--- config.mk ---
export PLATFORM = sky130hd
export DESIGN_NAME = uart_receiver
export DESIGN_NICKNAME = d
export VERILOG_FILES = /design/src/rtl/uart_pkg.sv /design/src/rtl/sync_2ff.sv /design/src/rtl/uart_receiver.sv
export SDC_FILE = /design/constraint.sdc
export NUM_CORES = 1
export LEC_CHECK = 0
export ABC_AREA = 1
export BUFFER_PORTS_ARGS = -buffer_cell sky130_fd_sc_hd__buf_2
export CELL_PAD_IN_SITES_DETAIL_PLACEMENT = 0
export CELL_PAD_IN_SITES_GLOBAL_PLACEMENT = 2
export CORE_UTILIZATION = 36
export CTS_CLUSTER_SIZE = 8
export DETAILED_ROUTE_END_ITERATION = 8
export PLACE_DENSITY_LB_ADDON = 0.2
export SLEW_MARGIN = 20
export SYNTH_ARGS = -nofsm -noshare
export SYNTH_HDL_FRONTEND = slang
export SYNTH_SLANG_ARGS = --single-unit
--- constraint.sdc ---
create_clock -name clk -period 3.44 [get_ports clk]
set_clock_uncertainty 0.15 [all_clocks]
set_input_delay 0.172 -clock clk [delete_from_list [all_inputs] [get_ports clk]]
set_output_delay 0.172 -clock clk [all_outputs]
set_load 0.01 [all_outputs]
--- src/rtl/uart_pkg.sv ---
// rtl/uart_pkg.sv - shared UART frame constants, receiver state encoding and bit-period helper
package uart_pkg;

    // Data bits carried by one 8N1 frame.
    localparam int FRAME_DATA_BITS = 8;

    // Bit-period counter width; 17 bits holds 16'hFFFF + 3 without wrapping.
    localparam int CNT_W = 17;

    typedef enum logic [2:0] {
        ST_IDLE      = 3'd0,
        ST_START     = 3'd1,
        ST_DATA      = 3'd2,
        ST_STOP      = 3'd3,
        ST_WAIT_HIGH = 3'd4
    } rx_state_e;

    // One bit period in clocks. Transmitter and receiver both derive their
    // timing from this, so the two ends cannot disagree on the formula.
    function automatic logic [CNT_W-1:0] bit_period(input logic [15:0] bit_rate_val);
        return CNT_W'(bit_rate_val) + CNT_W'(3);
    endfunction

endpackage

--- src/rtl/sync_2ff.sv ---
// rtl/sync_2ff.sv - 1-bit two-flop synchroniser, resets to 1
// Ports:
//   clk - system clock
//   res - synchronous active-high reset
//   d_i - asynchronous input
//   q_o - input synchronised to clk, two clocks of latency
module sync_2ff (
    input  logic clk,
    input  logic res,
    input  logic d_i,
    output logic q_o
);

    logic meta_q;
    logic sync_q;

    // Reset value 1 matches an idle-high serial line, so leaving reset never
    // looks like a falling edge.
    always_ff @(posedge clk) begin
        if (res) begin
            meta_q <= 1'b1;
            sync_q <= 1'b1;
        end else begin
            meta_q <= d_i;
            sync_q <= meta_q;
        end
    end

    assign q_o = sync_q;

endmodule

--- src/rtl/uart_receiver.sv ---
// rtl/uart_receiver.sv - 8N1 UART receiver with level ready/ack byte handshake
// Ports:
//   clk  - system clock, all logic on the rising edge
//   res  - synchronous active-high reset
//   rx   - asynchronous serial line, idle high
//   ack  - consumer acknowledge; clears drdy and ovr
//   dout - last received byte, stable while drdy=1
//   drdy - a valid byte is waiting in dout
//   ferr - one-cycle pulse when the stop bit is sampled low
//   ovr  - sticky: a new byte overwrote an unacknowledged one
//   busy - high whenever the receiver is not idle
module uart_receiver
    import uart_pkg::*;
#(
    parameter logic [15:0] BIT_RATE_VAL = 16'h01B0
) (
    input  logic       clk,
    input  logic       res,
    input  logic       rx,
    input  logic       ack,
    output logic [7:0] dout,
    output logic       drdy,
    output logic       ferr,
    output logic       ovr,
    output logic       busy
);

    localparam logic [CNT_W-1:0] PERIOD   = bit_period(BIT_RATE_VAL);
    localparam logic [CNT_W-1:0] HALF     = PERIOD >> 1;
    localparam logic [CNT_W-1:0] CNT_ONE  = CNT_W'(1);
    localparam logic [2:0]       LAST_BIT = 3'(FRAME_DATA_BITS - 1);

    logic                       rx_s;
    rx_state_e                  state_q;
    rx_state_e                  state_d;
    logic [CNT_W-1:0]           cnt_q;
    logic [CNT_W-1:0]           cnt_d;
    logic [2:0]                 bit_idx_q;
    logic [2:0]                 bit_idx_d;
    logic [FRAME_DATA_BITS-1:0] shift_q;
    logic [FRAME_DATA_BITS-1:0] shift_d;
    logic [7:0]                 dout_q;
    logic                       drdy_q;
    logic                       ferr_q;
    logic                       ovr_q;
    logic                       busy_c;
    logic                       start_hit;
    logic                       bit_hit;
    logic                       load_byte;
    logic                       frame_err;

    sync_2ff u_rx_sync (
        .clk (clk),
        .res (res),
        .d_i (rx),
        .q_o (rx_s)
    );

    // The counter holds 1 on the first cycle after each reference point, so a
    // count equal to HALF (or PERIOD) lands exactly HALF (or PERIOD) cycles
    // after the falling edge was seen (or after the previous sample).
    assign start_hit = (cnt_q == HALF);
    assign bit_hit   = (cnt_q == PERIOD);

    // ---------------------------------------------------------------- state
    always_ff @(posedge clk) begin
        if (res) begin
            state_q <= ST_IDLE;
        end else begin
            state_q <= state_d;
        end
    end

    // ----------------------------------------------------------- next state
    always_comb begin
        state_d = state_q;
        case (state_q)
            ST_IDLE: begin
                if (!rx_s) begin
                    state_d = ST_START;
                end
            end
            ST_START: begin
                // High at mid start bit means the low was a glitch.
                if (start_hit) begin
                    state_d = rx_s ? ST_IDLE : ST_DATA;
                end
            end
            ST_DATA: begin
                if (bit_hit && (bit_idx_q == LAST_BIT)) begin
                    state_d = ST_STOP;
                end
            end
            ST_STOP: begin
                if (bit_hit) begin
                    state_d = rx_s ? ST_IDLE : ST_WAIT_HIGH;
                end
            end
            ST_WAIT_HIGH: begin
                // A held-low line (break) must return high before the next
                // frame can start.
                if (rx_s) begin
                    state_d = ST_IDLE;
                end
            end
            default: begin
                state_d = ST_IDLE;
            end
        endcase
    end

    // ---------------------------------------------------------------- outputs
    always_comb begin
        busy_c    = 1'b1;
        cnt_d     = cnt_q + CNT_ONE;
        bit_idx_d = bit_idx_q;
        shift_d   = shift_q;
        load_byte = 1'b0;
        frame_err = 1'b0;
        case (state_q)
            ST_IDLE: begin
                busy_c = 1'b0;
                cnt_d  = rx_s ? '0 : CNT_ONE;
            end
            ST_START: begin
                if (start_hit) begin
                    cnt_d     = CNT_ONE;
                    bit_idx_d = 3'd0;
                end
            end
            ST_DATA: begin
                if (bit_hit) begin
                    cnt_d     = CNT_ONE;
                    shift_d   = {rx_s, shift_q[FRAME_DATA_BITS-1:1]};
                    bit_idx_d = bit_idx_q + 3'd1;
                end
            end
            ST_STOP: begin
                if (bit_hit) begin
                    cnt_d     = '0;
                    load_byte = rx_s;
                    frame_err = !rx_s;
                end
            end
            ST_WAIT_HIGH: begin
                cnt_d = '0;
            end
            default: begin
                cnt_d = '0;
            end
        endcase
    end

    // ------------------------------------------------------------- datapath
    always_ff @(posedge clk) begin
        if (res) begin
            cnt_q     <= '0;
            bit_idx_q <= '0;
            shift_q   <= '0;
        end else begin
            cnt_q     <= cnt_d;
            bit_idx_q <= bit_idx_d;
            shift_q   <= shift_d;
        end
    end

    // A load wins over a plain ack: the new byte stays ready. The overrun flag
    // only sets when the previous byte was still unacknowledged in that cycle.
    always_ff @(posedge clk) begin
        if (res) begin
            dout_q <= 8'h00;
            drdy_q <= 1'b0;
            ferr_q <= 1'b0;
            ovr_q  <= 1'b0;
        end else begin
            ferr_q <= frame_err;
            if (load_byte) begin
                dout_q <= shift_q;
                drdy_q <= 1'b1;
                ovr_q  <= drdy_q && !ack;
            end else if (ack && drdy_q) begin
                drdy_q <= 1'b0;
                ovr_q  <= 1'b0;
            end
        end
    end

    assign dout = dout_q;
    assign drdy = drdy_q;
    assign ferr = ferr_q;
    assign ovr  = ovr_q;
    assign busy = busy_c;

endmodule
==> results.json, run 1 <==
{
  "status": "finished, final reports clean",
  "crit_path_end_kind": "flop",
  "die_y_um": 79.1,
  "postSynthCellCount": 297,
  "power_uw": 1320,
  "setup_viol": 0,
  "grt-ovfl-total": 0,
  "dp_slack_ns": 1.56,
  "drt_wl_total_um": 4220,
  "die_area_mm2": 0.00625,
  "grt_pass1_vias": 1715,
  "coreArea_mm2": 0.00561,
  "rsz0062_at_grt": "no",
  "wl_met3_um": 129,
  "cp_cell_sequence": "ha_1 -> nand3_1 -> nor2_4 -> nand3_2 -> nand2_1 -> nand3_1 -> nand2_1 -> nor2_1",
  "top_layer": "met4",
  "htreeDepth": 2,
  "leakagePower_uw": 0.00110,
  "ys.flop_type": "dfxtp_1",
  "grt_pass1_wl_um": 7710,
  "pwr-share-seq_pct": 43.8,
  "design_area_mm2": 0.00237,
  "critPathMaxStageDelay_ns": 0.41,
  "maxSlewViolCount": 0,
  "antenna_left": 0,
  "worstPathMaxFanout": 11,
  "final_layout_size_suffix_gt1_share_pct": 16.1,
  "fmax_mhz": 532,
  "area_growth_syn_to_layout_pct": 10.9,
  "syn-mean-instance-area_um2": 7.20,
  "grt.total_usage_pct": 15.6,
  "synth_cell_types": 29,
  "dpl_cell_area_mm2": 0.00226,
  "synthArstFlopShare_pct": 0,
  "cts_resized": 0,
  "period_needed_ns": 1.88,
  "drtIter0Drc": 37,
  "antenna_found_initial": 0,
  "fp.dieW_um": 79.1,
  "nets": 324,
  "rows": 27,
  "netlist_area_mm2": 0.00214,
  "post-route-period-util_pct": 54.7,
  "start_util_pct": 38.1,
  "combPwrFrac_pct": 30.6,
  "path_clk_slew_ns": 0.08,
  "hp-class": "in2reg",
  "start_kind": "flop",
  "io_pins": 16,
  "critPathSlowestCell": "dfxtp_1",
  "ir_worst_vdd_uv": 251,
  "cts_buffer_depth": 2,
  "finalSetupTns_ns": 0,
  "postCtsSetupBuffers": 0,
  "ys_warn_count": 0,
  "p_per_area_mw_per_mm2": 557,
  "dp_hpwl_um": 3030,
  "firstDrtPassIters": 4,
  "clkPwrFrac_pct": 25.5,
  "via_count": 1733,
  "yosysTopAreaCell": "dfxtp_1",
  "synth_area_leaders": "dfxtp_1 41%, nand2_1 11%, nor2_1 9.8%, inv_1 7.2%, a21oi_1 3.5%",
  "maxCapViolations": 0,
  "fin_ws_ns": 1.56,
  "wl_per_cell_um": 10.8,
  "grt_max_degree": 23,
  "fin_util_pct": 42.3,
  "synth_nets": 305,
  "switchingPower_uw": 478,
  "p_int_uw": 844,
  "swShare_pct": 36.1,
  "clock_latency_ns": 0.29,
  "ctsRootBufferMaster": "clkbuf_8",
  "cts_made_buffers": 5,
  "required_ns": 3.48,
  "synth.top_cell.area_share_pct": 41.2,
  "critPathKind": "reg2reg",
  "synth-edff-count": 0,
  "tightest_slew_ns": 0.658,
  "met2WireLength_um": 1970,
  "ys_ff_latch": 44,
  "cts.sinks": 44,
  "route.detailed.drc": 0,
  "place.gp.congestion": 0.716,
  "crit_arrival_ns": 1.92,
  "wl_met1_um": 2090,
  "seq_area_frac_synth_pct": 41.2,
  "tritoncts": "done",
  "viasPerCell": 4.46,
  "hold_violations": 0,
  "max_slew_margin_pct": 56.1,
  "antenna_cells": 0,
  "portBuffers": 15
}
cell usage in the layout (no fill, tap or decap), types with 4 or more instances in the layout:
cell type / n
nor3_1: 5
ha_1: 4
nor2_2: 8
a21oi_1: 15
inv_1: 41
nand2_1: 62
nand3_1: 14
buf_2: 15
dfxtp_1: 44
nor2_1: 56
nand2_4: 4
o21ai_0: 9
clkbuf_8: 6
xor2_1: 6
nand2_2: 5
power groups by stage:
stage	registers [uW]	clock network, uW	logic, uW
after floorplan	583	0	349
after global placement	590	0	414
after detailed placement	590	0	409
after CTS	579	352	411
after global routing	587	379	477
final	580	338	405
metal layers:
metal | track usage, % | up-vias
met1 | 19.7 | 758
met3 | 4.14 | 2
li1 | - | 952
met4 | 4.36 | 0
met5 | 0 | -
met2 | 26.0 | 21
worst paths after layout:
path | startpoint | to | slack [ns] | depth (start not counted)
max | cnt_q[0] | bit_idx_q[2] | 1.56 | 8
min | res | cnt_q[0] | 0.03 | 2
max reg2reg | cnt_q[0] | bit_idx_q[2] | 1.56 | 8
min reg2reg | u_rx_sync.meta_q | u_rx_sync.q_o | 0.27 | 1
cells in the mapped netlist (2+ instances only):
library cell and n:
a21oi_1 15, xnor2_1 2, inv_1 41, nor2_2 8, nand2_1 62, nand2_4 4
xor2_1 6, nand4_1 3, nor2_1 56, dfxtp_1 44, nor3_1 5, or2_2 3
nor2_4 3, ha_1 4, o21ai_0 9, nand3_1 14, clkbuf_1 2, nand2_2 5
through the flow:
| stage | instances | hold WS, ns |
|---|---|---|
| finish | 389 | 0.0300 |
| global route | 389 | 0.0437 |
| CTS | 389 | 0.0271 |
| detailed placement | 379 | 0.209 |
| global placement | 379 | 0.211 |
| floorplan | 297 | 0.0911 |
logic make-up after synthesis:
logic type               count (synthesis)  share of synthesized area (%)
AO/OA/AOI/OAI                           27                           6.49
flip-flops                              44                           41.2
AND/OR/NAND/NOR                        167                           37.2
buffers and inverters                   47                           9.54
XOR/XNOR                                 8                           3.28
adder cells (fa/ha/maj)                  4                           2.34
flip-flops by register name, summed over array words and instances (netlist names):
signal / cells
dout: 8
ovr: 1
cnt_q: 17
u_rx_sync.q_o: 1
u_rx_sync.meta_q: 1
ferr: 1
drdy: 1
state_q: 3
shift_q: 8
bit_idx_q: 3
critical path, delay by kind of cell, from the launching register on:
kind	cells	cell delay, ns
adders and majority gates	1	0.24
DFF	1	0.41
and+or+nand+nor	7	0.98
repair_timing:
item	CTS	global route
hold buffers	2	0
hold endpoints to repair	2	0
endpoints found under the setup margin	0	0
layout make-up:
type	count	area [um2]
clock buffers	6	82.6
clock inverters	2	10.0
fillers	620	3240
inverters	42	160
multi-input cells	206	1050
flip-flops and latches	44	881
well taps	72	90.1
repair buffers	17	95.1
Note: power is estimated with default switching activity, not from simulation.
==> run 2: changes to the inputs <==
--- a/config.mk
+++ b/config.mk
@@ -5,11 +5,11 @@
 export SDC_FILE = /design/constraint.sdc
 export NUM_CORES = 1
 export LEC_CHECK = 0
-export ABC_AREA = 1
+export ABC_AREA = 0
 export BUFFER_PORTS_ARGS = -buffer_cell sky130_fd_sc_hd__buf_2
 export CELL_PAD_IN_SITES_DETAIL_PLACEMENT = 0
 export CELL_PAD_IN_SITES_GLOBAL_PLACEMENT = 2
-export CORE_UTILIZATION = 36
+export CORE_UTILIZATION = 37
 export CTS_CLUSTER_SIZE = 8
 export DETAILED_ROUTE_END_ITERATION = 8
 export PLACE_DENSITY_LB_ADDON = 0.2
==> constraint.sdc (replaced) <==
create_clock -name clk -period 1.9 [get_ports clk]
set_clock_uncertainty 0.15 [all_clocks]
set_input_delay 0.095 -clock clk [delete_from_list [all_inputs] [get_ports clk]]
set_output_delay 0.095 -clock clk [all_outputs]
set_load 0.01 [all_outputs]
==> run 2 against run 1 <==
Compared with the run above: utilization is 5.2 points higher; critical endpoint is now bit_idx_q[0]; register-to-register slack got worse by 1.5 ns; die area is 0.63% higher; combinational power fell by 83%; first-iteration DRC count rose by 70%; power is 31% higher; via count up 6.8%; largest cell class unchanged; global-route usage grew 2.3 points; design area grew 13%; synthesized area increased by 3.5%.
==> results.json, run 2 <==
{
  "via_count": 1850,
  "crit_path_end_kind": "flop",
  "route.detailed.drc": 0,
  "die_y_um": 79.3,
  "power_uw": 1730,
  "cts.sinks": 44,
  "cts_buffer_depth": 2,
  "leakagePower_uw": 0.000976,
  "crit_arrival_ns": 1.87,
  "nets": 287,
  "clock_latency_ns": 0.30,
  "synth.top_cell.area_share_pct": 39.8,
  "coreArea_mm2": 0.00564,
  "portBuffers": 15,
  "synth_cell_types": 47,
  "cts_made_buffers": 5,
  "yosysMostFrequentCell": "dfxtp_1",
  "rsz0062_at_grt": "no",
  "synth_nets": 249,
  "htreeDepth": 2,
  "maxCapViolations": 0,
  "tightest_slew_ns": 0.566,
  "cp_cell_sequence": "nor4_4 -> buf_4 -> nand4_2 -> o22ai_2 -> mux2_1",
  "required_ns": 1.94,
  "start_kind": "flop",
  "clkPwrFrac_pct": 42.1,
  "combPwrFrac_pct": 4.0,
  "ctsRootBufferMaster": "clkbuf_8",
  "final_common_cell": "dfxtp_1",
  "path_clk_slew_ns": 0.09,
  "start_util_pct": 39.2,
  "setup_viol": 0,
  "hp-class": "in2reg",
  "grt_pass1_wl_um": 8780,
  "ys_ff_latch": 44,
  "rows": 27,
  "area_growth_syn_to_layout_pct": 21.0,
  "period_needed_ns": 1.83,
  "drt_wl_total_um": 5110,
  "antenna_cells": 0,
  "final_layout_size_suffix_gt1_share_pct": 30.0,
  "pwr-share-seq_pct": 53.9,
  "status": "finished, final reports clean",
  "maxSlewViolCount": 0,
  "fillers": 552,
  "seq_area_frac_synth_pct": 39.8,
  "largest_register_ffs": 17,
  "ff2ff_setup_slack_ns": 0.07,
  "swShare_pct": 22.2,
  "synth_area_leaders": "dfxtp_1 40%, nand3_1 5.4%, a21oi_1 4.8%, nor3_2 4.5%, o21ai_0 4.5%",
  "antenna_left": 0,
  "max_slew_margin_pct": 62.3,
  "grt-ovfl-total": 0,
  "critPathKind": "reg2reg",
  "ir_worst_vdd_uv": 250,
  "postSynthCellCount": 241,
  "ys_warn_count": 0,
  "antenna_found_initial": 0,
  "grt.total_usage_pct": 17.9,
  "drtIter0Drc": 63,
  "tritoncts": "done",
  "die_area_mm2": 0.00629,
  "synth-edff-count": 0,
  "ys.flop_type": "dfxtp_1",
  "wl_per_cell_um": 14.5,
  "viasPerCell": 5.26,
  "grt_max_degree": 32,
  "post-route-period-util_pct": 96.4,
  "p_per_area_mw_per_mm2": 645,
  "synthArstFlopShare_pct": 0,
  "worstPathMaxFanout": 5,
  "cp_top_family": "simple AND/OR/NAND/NOR gates",
  "top_register": "cnt_q",
  "path_buf_inv": 1,
  "synth_commonest_cells": "44 x dfxtp_1, 24 x nand3_1, 21 x a21oi_1, 20 x o21ai_0",
  "grt_pass1_vias": 1796,
  "p_int_uw": 1340,
  "critPathMaxStageDelay_ns": 0.34,
  "dp_hpwl_um": 3550,
  "firstDrtPassIters": 4,
  "netlist_area_mm2": 0.00221,
  "critPathSlowestCell": "dfxtp_1",
  "fp.dieW_um": 79.3,
  "hold_violations": 0,
  "place.gp.congestion": 0.761,
  "syn-mean-instance-area_um2": 9.18,
  "yosysTopAreaCell": "dfxtp_1",
  "io_pins": 16,
  "switchingPower_uw": 383,
  "finalSetupTns_ns": 0,
  "final_cell_mix": "40 x dfxtp_1, 29 x buf_4, 24 x nand3_1",
  "fmax_mhz": 546
}
==> run 2: cell count changes after synthesis, moves of 8 or more <==
cell / previous run / this run
nand3_1: 14 / 24
nor2_2: 8 / 0
nor2_1: 56 / 5
o21ai_0: 9 / 20
nand2_1: 62 / 10
inv_1: 41 / 3
nor3_2: 1 / 10
==> run 2: per-stage QoR <==
step | hold WS (ns) | cell area, um2 | utilization [%] | std cells | setup slack, ns
2_1_floorplan | 0.0488 | 2210 | - | 241 | 0.00126
3_3_place_gp | 0.130 | 2530 | 44.8 | 341 | 0.0686
3_5_place_dp | 0.130 | 2530 | 44.8 | 341 | 0.0457
4_1_cts | 0.139 | 2660 | 47.1 | 351 | 0.0292
5_1_grt | 0.162 | 2680 | 47.5 | 352 | 0.00919
6_report | 0.145 | 2680 | 47.5 | 352 | 0.0677
==> run 2: final timing paths <==
check | end | depth (start not counted) | start
setup / recovery | bit_idx_q[0] | 5 | cnt_q[2]
hold / removal | shift_q[0] | 2 | res
setup reg to reg | bit_idx_q[0] | 5 | cnt_q[2]
hold reg to reg | u_rx_sync.q_o | 1 | u_rx_sync.meta_q
==> run 2: layout make-up <==
cell class,count,area (um2),area share [%]
multi-input cells,177,1240,46.3
flip-flops and latches,44,886,33.1
repair buffers,48,344,12.9
well taps,72,90.1,3.36
clock buffers,6,72.6,2.71
clock inverters,2,35.0,1.31
inverters,3,11.3,0.421
==> run 2: power groups by stage <==
stage          sequential [uW]  clock [uW]  combinational, uW
5_1_grt                    931         790               75.5
3_5_place_dp               951           0               66.3
6_report                   930         727               69.0
2_1_floorplan              951           0               43.7
4_1_cts                    930         746               69.5
3_3_place_gp               951           0               66.8
==> run 2: timing repair <==
item / in CTS / in global routing
gates resized for setup: 0 / 6
hold endpoints to repair: 3 / 0
hold buffers: 2 / 0
buffers inserted: 0 / 1
endpoints found under the setup margin: 0 / 21
==> run 2: kinds of logic after synthesis <==
kind of cell	share of synthesized area (%)
and+or+nand+nor	31.7
xor gates and xnor gates	4.36
muxes	1.41
DFF	39.8
adders and majority gates	2.26
buffers and inverters	4.58
AOI/OAI and AO/OA	15.8
==> run 2: metal layers <==
layer	vias up	routed length, um	share of wire (%)	global-route usage (%)
met5	-	0	0	0
met4	0	66	1.3	6.00
met3	6	100	2.0	3.45
met2	20	2160	42	25.6
met1	846	2780	54	26.5
li1	978	-	-	-
